$ cat src/rtl/pc_flags_unit_pkg.sv
// Shared encodings for the PC/flags execution block: condition codes, PC source select, flag bit positions.
package pc_flags_unit_pkg;

    localparam int NUM_FLAGS = 5;

    // Flag vector layout is {C,L,F,Z,N}, MSB first.
    localparam int FLAG_C = 4;
    localparam int FLAG_L = 3;
    localparam int FLAG_F = 2;
    localparam int FLAG_Z = 1;
    localparam int FLAG_N = 0;

    typedef enum logic [3:0] {
        COND_EQ    = 4'b0000,
        COND_NE    = 4'b0001,
        COND_CS    = 4'b0010,
        COND_CC    = 4'b0011,
        COND_HI    = 4'b0100,
        COND_LS    = 4'b0101,
        COND_GT    = 4'b0110,
        COND_LE    = 4'b0111,
        COND_FS    = 4'b1000,
        COND_FC    = 4'b1001,
        COND_LO    = 4'b1010,
        COND_HS    = 4'b1011,
        COND_LT    = 4'b1100,
        COND_GE    = 4'b1101,
        COND_UC    = 4'b1110,
        COND_NEVER = 4'b1111
    } cond_e;

    typedef enum logic [1:0] {
        PC_INC  = 2'b00,
        PC_ABS  = 2'b01,
        PC_REL  = 2'b10,
        PC_HOLD = 2'b11
    } pc_src_e;

endpackage

$ cat src/rtl/pc_flags_unit_cond_eval.sv
// Purpose: evaluate a 4-bit Bcond/Jcond field against a {C,L,F,Z,N} flag vector.
// Latency: purely combinational.
// Backpressure: none; output is valid whenever inputs are.
module pc_flags_unit_cond_eval
    import pc_flags_unit_pkg::*;
(
    input  logic [NUM_FLAGS-1:0] flags,
    input  logic [3:0]           cond,
    output logic                 cond_met
);

    logic flag_c, flag_l, flag_f, flag_z, flag_n;

    always_comb begin
        flag_c   = flags[FLAG_C];
        flag_l   = flags[FLAG_L];
        flag_f   = flags[FLAG_F];
        flag_z   = flags[FLAG_Z];
        flag_n   = flags[FLAG_N];
        cond_met = 1'b0;
        case (cond_e'(cond))
            COND_EQ:    cond_met = flag_z;
            COND_NE:    cond_met = !flag_z;
            COND_CS:    cond_met = flag_c;
            COND_CC:    cond_met = !flag_c;
            COND_HI:    cond_met = flag_l;
            COND_LS:    cond_met = !flag_l;
            COND_GT:    cond_met = flag_n;
            COND_LE:    cond_met = !flag_n;
            COND_FS:    cond_met = flag_f;
            COND_FC:    cond_met = !flag_f;
            COND_LO:    cond_met = !flag_l && !flag_z;
            COND_HS:    cond_met = flag_l || flag_z;
            COND_LT:    cond_met = !flag_n && !flag_z;
            COND_GE:    cond_met = flag_n || flag_z;
            COND_UC:    cond_met = 1'b1;
            COND_NEVER: cond_met = 1'b0;
            default:    cond_met = 1'b0;
        endcase
    end

endmodule

$ cat src/rtl/pc_flags_unit.sv
// Purpose: program counter and status flags register, with branch condition evaluation.
// Latency: pc and flags update one cycle after their strobes; condMet/linkAddr are combinational.
// Backpressure: none; strobe timing is owned by the controller.
module pc_flags_unit
    import pc_flags_unit_pkg::*;
#(
    parameter int               WIDTH    = 16,
    parameter int               DISP_W   = 8,
    parameter logic [WIDTH-1:0] RESET_PC = '0
) (
    input  logic                 clk,
    input  logic                 reset,
    input  logic                 pcEn,
    input  logic                 pcWriteCond,
    input  logic [1:0]           pcSrc,
    input  logic [WIDTH-1:0]     target,
    input  logic [DISP_W-1:0]    disp,
    input  logic [3:0]           cond,
    input  logic                 flagsWrite,
    input  logic [NUM_FLAGS-1:0] flagsMask,
    input  logic [NUM_FLAGS-1:0] aluFlags,
    output logic [WIDTH-1:0]     pc,
    output logic [WIDTH-1:0]     linkAddr,
    output logic                 condMet,
    output logic [NUM_FLAGS-1:0] flags
);

    logic [WIDTH-1:0]     pc_q, pc_d;
    logic [WIDTH-1:0]     pc_inc, pc_rel, pc_mux, disp_sext;
    logic [NUM_FLAGS-1:0] flags_q, flags_d;
    logic                 cond_met;

    // Evaluated on registered flags only, so a same-edge flag write cannot steer its own branch.
    pc_flags_unit_cond_eval u_cond_eval (
        .flags    (flags_q),
        .cond     (cond),
        .cond_met (cond_met)
    );

    always_comb begin
        pc_inc    = pc_q + WIDTH'(1);
        disp_sext = {{(WIDTH-DISP_W){disp[DISP_W-1]}}, disp};
        pc_rel    = pc_q + disp_sext;

        pc_mux = pc_q;
        case (pc_src_e'(pcSrc))
            PC_INC:  pc_mux = pc_inc;
            PC_ABS:  pc_mux = target;
            PC_REL:  pc_mux = pc_rel;
            PC_HOLD: pc_mux = pc_q;
            default: pc_mux = pc_q;
        endcase

        // A failed conditional branch still advances to the next instruction.
        pc_d = pc_q;
        if (pcEn) begin
            pc_d = pc_mux;
        end else if (pcWriteCond) begin
            pc_d = cond_met ? pc_mux : pc_inc;
        end

        flags_d = flags_q;
        if (flagsWrite) begin
            flags_d = (flags_q & ~flagsMask) | (aluFlags & flagsMask);
        end
    end

    always_ff @(posedge clk) begin
        if (reset) begin
            pc_q    <= RESET_PC;
            flags_q <= '0;
        end else begin
            pc_q    <= pc_d;
            flags_q <= flags_d;
        end
    end

    assign pc       = pc_q;
    assign linkAddr = pc_inc;
    assign condMet  = cond_met;
    assign flags    = flags_q;

endmodule

$ cat config.mk
export PLATFORM = sky130hd
export DESIGN_NAME = pc_flags_unit
export DESIGN_NICKNAME = d
export VERILOG_FILES = /design/src/rtl/pc_flags_unit_pkg.sv /design/src/rtl/pc_flags_unit_cond_eval.sv /design/src/rtl/pc_flags_unit.sv
export SDC_FILE = /design/constraint.sdc
export NUM_CORES = 1
export LEC_CHECK = 0
export CAP_MARGIN = 20
export CORE_MARGIN = 5
export CORE_UTILIZATION = 50
export DETAILED_ROUTE_END_ITERATION = 12
export DONT_BUFFER_PORTS = 1
export PLACE_DENSITY = 0.79
export SYNTH_ARGS = -nofsm -noshare
export SYNTH_HDL_FRONTEND = slang
export SYNTH_HIERARCHICAL = 1
export SYNTH_SLANG_ARGS = --single-unit
$ cat constraint.sdc
create_clock -name clk -period 2.39 [get_ports clk]
set_input_delay 0.478 -clock clk [delete_from_list [all_inputs] [get_ports clk]]
set_output_delay 0.478 -clock clk [all_outputs]
set_load 0.03 [all_outputs]
==> flow_metrics.tcl <==
set metrics [dict create \
    maxSlewViolCount 0 \
    worstHoldStart "reset" \
    synthTopCellsByArea "dfxtp_1 (17%), ha_1 (8.0%), a21oi_1 (6.4%), nand2_1 (6.1%), xnor2_1 (5.9%)" \
    synth_seq_area_share_pct 16.8 \
    post-route-util_pct 66.1 \
    yosys.area.top_type_share_pct 16.8 \
    met3_usage_pct 6.65 \
    routabilityCongestion 0.936 \
    cp_slowest_stage_delay_ns 0.54 \
    fin_worst_skew_ns 0.00139 \
    worstPathRequired_ns 1.91 \
    rsz0062_at_grt "yes" \
    slew_headroom_pct 59.2 \
    netlist_area_um2 2510 \
    core-area_um2 4790 \
    cts_inserted_buffers 3 \
    grt_pass1_vias 2728 \
    antenna_found_initial 0 \
    ys_ff_latch 21 \
    cp_data_arrival_time_ns 1.87 \
    avgRoutedWirePerCell_um 18.9 \
    wl_um 8560 \
    reg2reg_to "pc[14]$_SDFFE_PP0P_" \
    rows 25 \
    crit_fanout 7 \
    worstSetupPathType "flip-flop to output port" \
    cp_top_family "simple AND/OR/NAND/NOR gates" \
    pin_count 83 \
    drt_iter0_drc 218 \
    status "finished clean" \
    met1_usage_pct 32.8 \
    busiest_layer "met2" \
    clk-insertion-delay-late_ns 0.27 \
    gr-usage-met2_pct 43.1 \
    p_leak_nw 1.33 \
    die_h_um 80.8 \
    grt_usage_pct 25.6 \
    worstHoldPathCells 1 \
    avgSynthCellArea_um2 7.25 \
    final_cell_mix "buf_4 (49), nand2_1 (39), a21oi_1 (31)" \
    clock_path_buffers 2 \
    r2r-start "pc[0]$_SDFFE_PP0P_" \
    setup.worst_path.end_class "output port" \
    irDropWorstVdd_mv 0.271 \
    yosysWarnings 6 \
    synth-edff-count 0 \
    worstPathBufferInverterCount 3 \
    p_per_area_nw_per_um2 498 \
    clk_pin_slew_ns 0.08 \
    ff2ff_setup_slack_ns 0.09 \
    htree_levels 1 \
    final_common_cell "buf_4" \
    rr_worst_depth 9 \
    syn_to_final_growth_pct 26.1 \
    cts_root_buffer "clkbuf_8" \
    crit_chain "buf_12, ha_4, inv_2, or4b_4, xnor2_2, buf_6" \
    finalSetupViolations 0 \
    hold_viol_final 0 \
    portBuffers 0 \
    slowest_stage "or4b_4" \
    grt_pass1_wl_um 13200 \
    place_hpwl_um 6420 \
    drcViolationCount 0 \
    min_period_ns 2.35 \
    yosys.area.top_type "dfxtp_1" \
    grt_max_degree 23 \
    start_kind "flip-flop" \
    tightest_slew_ns 0.611 \
    synthesis.nets 408 \
    vias 2889 \
    final_layout_size_suffix_gt1_share_pct 26.4 \
    tns_ns 0 \
    ys_async_sr_fraction_pct 0 \
    fin_crit_sh_pct 98.4 \
    cts_tree "yes" \
    fmax_ghz 0.425 \
    vias_per_cell 6.38 \
    first_pass_iters 5 \
    diodes 0 \
    ant_nets 0 \
    maxCapViolCount 0 \
    die_area_um2 6530 \
    worstHoldPathType "input pin to flip-flop" \
    die_x_um 80.8 \
    synthFlopType "dfxtp_1" \
    initial_core_util_pct 52.4 \
    nNetsFinal 449 \
    clock-sinks 21 \
    synth_cells 346 \
    grt_remaining_overflow 0 \
    yosys.cell_types.count 56 \
]
[cell type report]
type | count | area (µm²)
clock inverters | 1 | 5.00
flip-flops and latches | 21 | 437
inverters | 10 | 37.5
well taps | 67 | 83.8
fillers | 410 | 1620
repair buffers | 53 | 422
clock buffers | 3 | 41.3
multi-input cells | 298 | 2140
[cells by family after synthesis]
group	synth area share, %
XOR/XNOR	8.73
adder cells (fa/ha/maj)	8.78
multiplexers	4.54
buffers and inverters	4.79
AO/OA/AOI/OAI	32.4
AND/OR/NAND/NOR	24.0
flip-flops	16.8
[metrics by stage]
step                      setup WS [ns]  std cells  hold slack (ns)  power [mW]  instance area, µm²
after CTS                      -0.00684        447            0.259        1.52                3020
after floorplan                -0.00165        346            0.590        1.05                2590
after detailed placement         -0.100        443            0.507        1.26                2940
after global routing             -0.140        453            0.252        1.67                3160
final                            0.0373        453            0.259        1.58                3160
after global placement          -0.0472        443            0.489        1.24                2940
[report_power, final]
group,leakage [nW],switching (mW),internal (mW),total (mW)
registers,0.177,0.0627,0.387,0.449
clock network,0.0255,0.133,0.117,0.250
logic,1.12,0.510,0.366,0.876
total,1.33,0.706,0.869,1.58
[worst register-to-register path, stage by stage (launching register included)]
cell	delay [ns]
dfxtp_2	0.36
ha_1	0.17
inv_1	0.05
fa_1	0.40
nand2b_4	0.18
a21oi_4	0.18
o2111ai_2	0.17
a21boi_2	0.21
mux2_2	0.35
a31oi_1	0.16
[Yosys cell counts, types with 3 or more instances]
library cell,instances
and3_1,3
nor3_1,8
nand2_1,41
a21oi_1,32
mux2_2,3
o221ai_1,5
o2bb2ai_1,5
xor2_1,8
a21o_1,6
buf_2,6
dfxtp_1,21
mux2i_1,8
o211ai_1,5
clkbuf_1,8
a211oi_1,4
xnor2_1,17
nand3_1,13
a22oi_1,3
buf_1,3
o31ai_1,3
inv_1,10
a21boi_0,4
ha_1,16
a31oi_1,9
a41oi_1,3
o21ai_0,25
o22ai_1,4
nor2b_1,5
nor2_1,21
nand2b_1,13
[metal layers]
layer  wire (µm)  share of wire, %  vias up
li1            -                 -     1376
met1        3440                40     1339
met3         905                11       24
met4         198               2.3        0
met5           0                 0        -
met2        4010                47      150
[timing repair]
| item | in CTS | in global routing |
|---|---|---|
| setup endpoints to repair | 5 | 21 |
| hold buffers | 0 | 0 |
| setup buffers | 0 | 5 |
| pin swaps | 0 | 14 |
| cloned | 0 | 1 |
| resized for setup | 6 | 34 |
[worst max-delay path by stage]
stage                                   from                  end  slack (ns)  depth (start not counted)
after detailed placement             disp[0]  pc[14]$_SDFFE_PP0P_       -0.10                          9
after global routing               flip-flop   pc[5]$_SDFFE_PP0P_       -0.14                          9
after global placement               disp[0]  pc[14]$_SDFFE_PP0P_       -0.05                          9
final                     pc[0]$_SDFFE_PP0P_         linkAddr[12]        0.04                          6
after floorplan                      cond[0]   pc[0]$_SDFFE_PP0P_      -0.002                         12
after CTS                 pc[0]$_SDFFE_PP0P_         linkAddr[14]      -0.007                          7
Note: power is estimated with default switching activity, not from simulation.
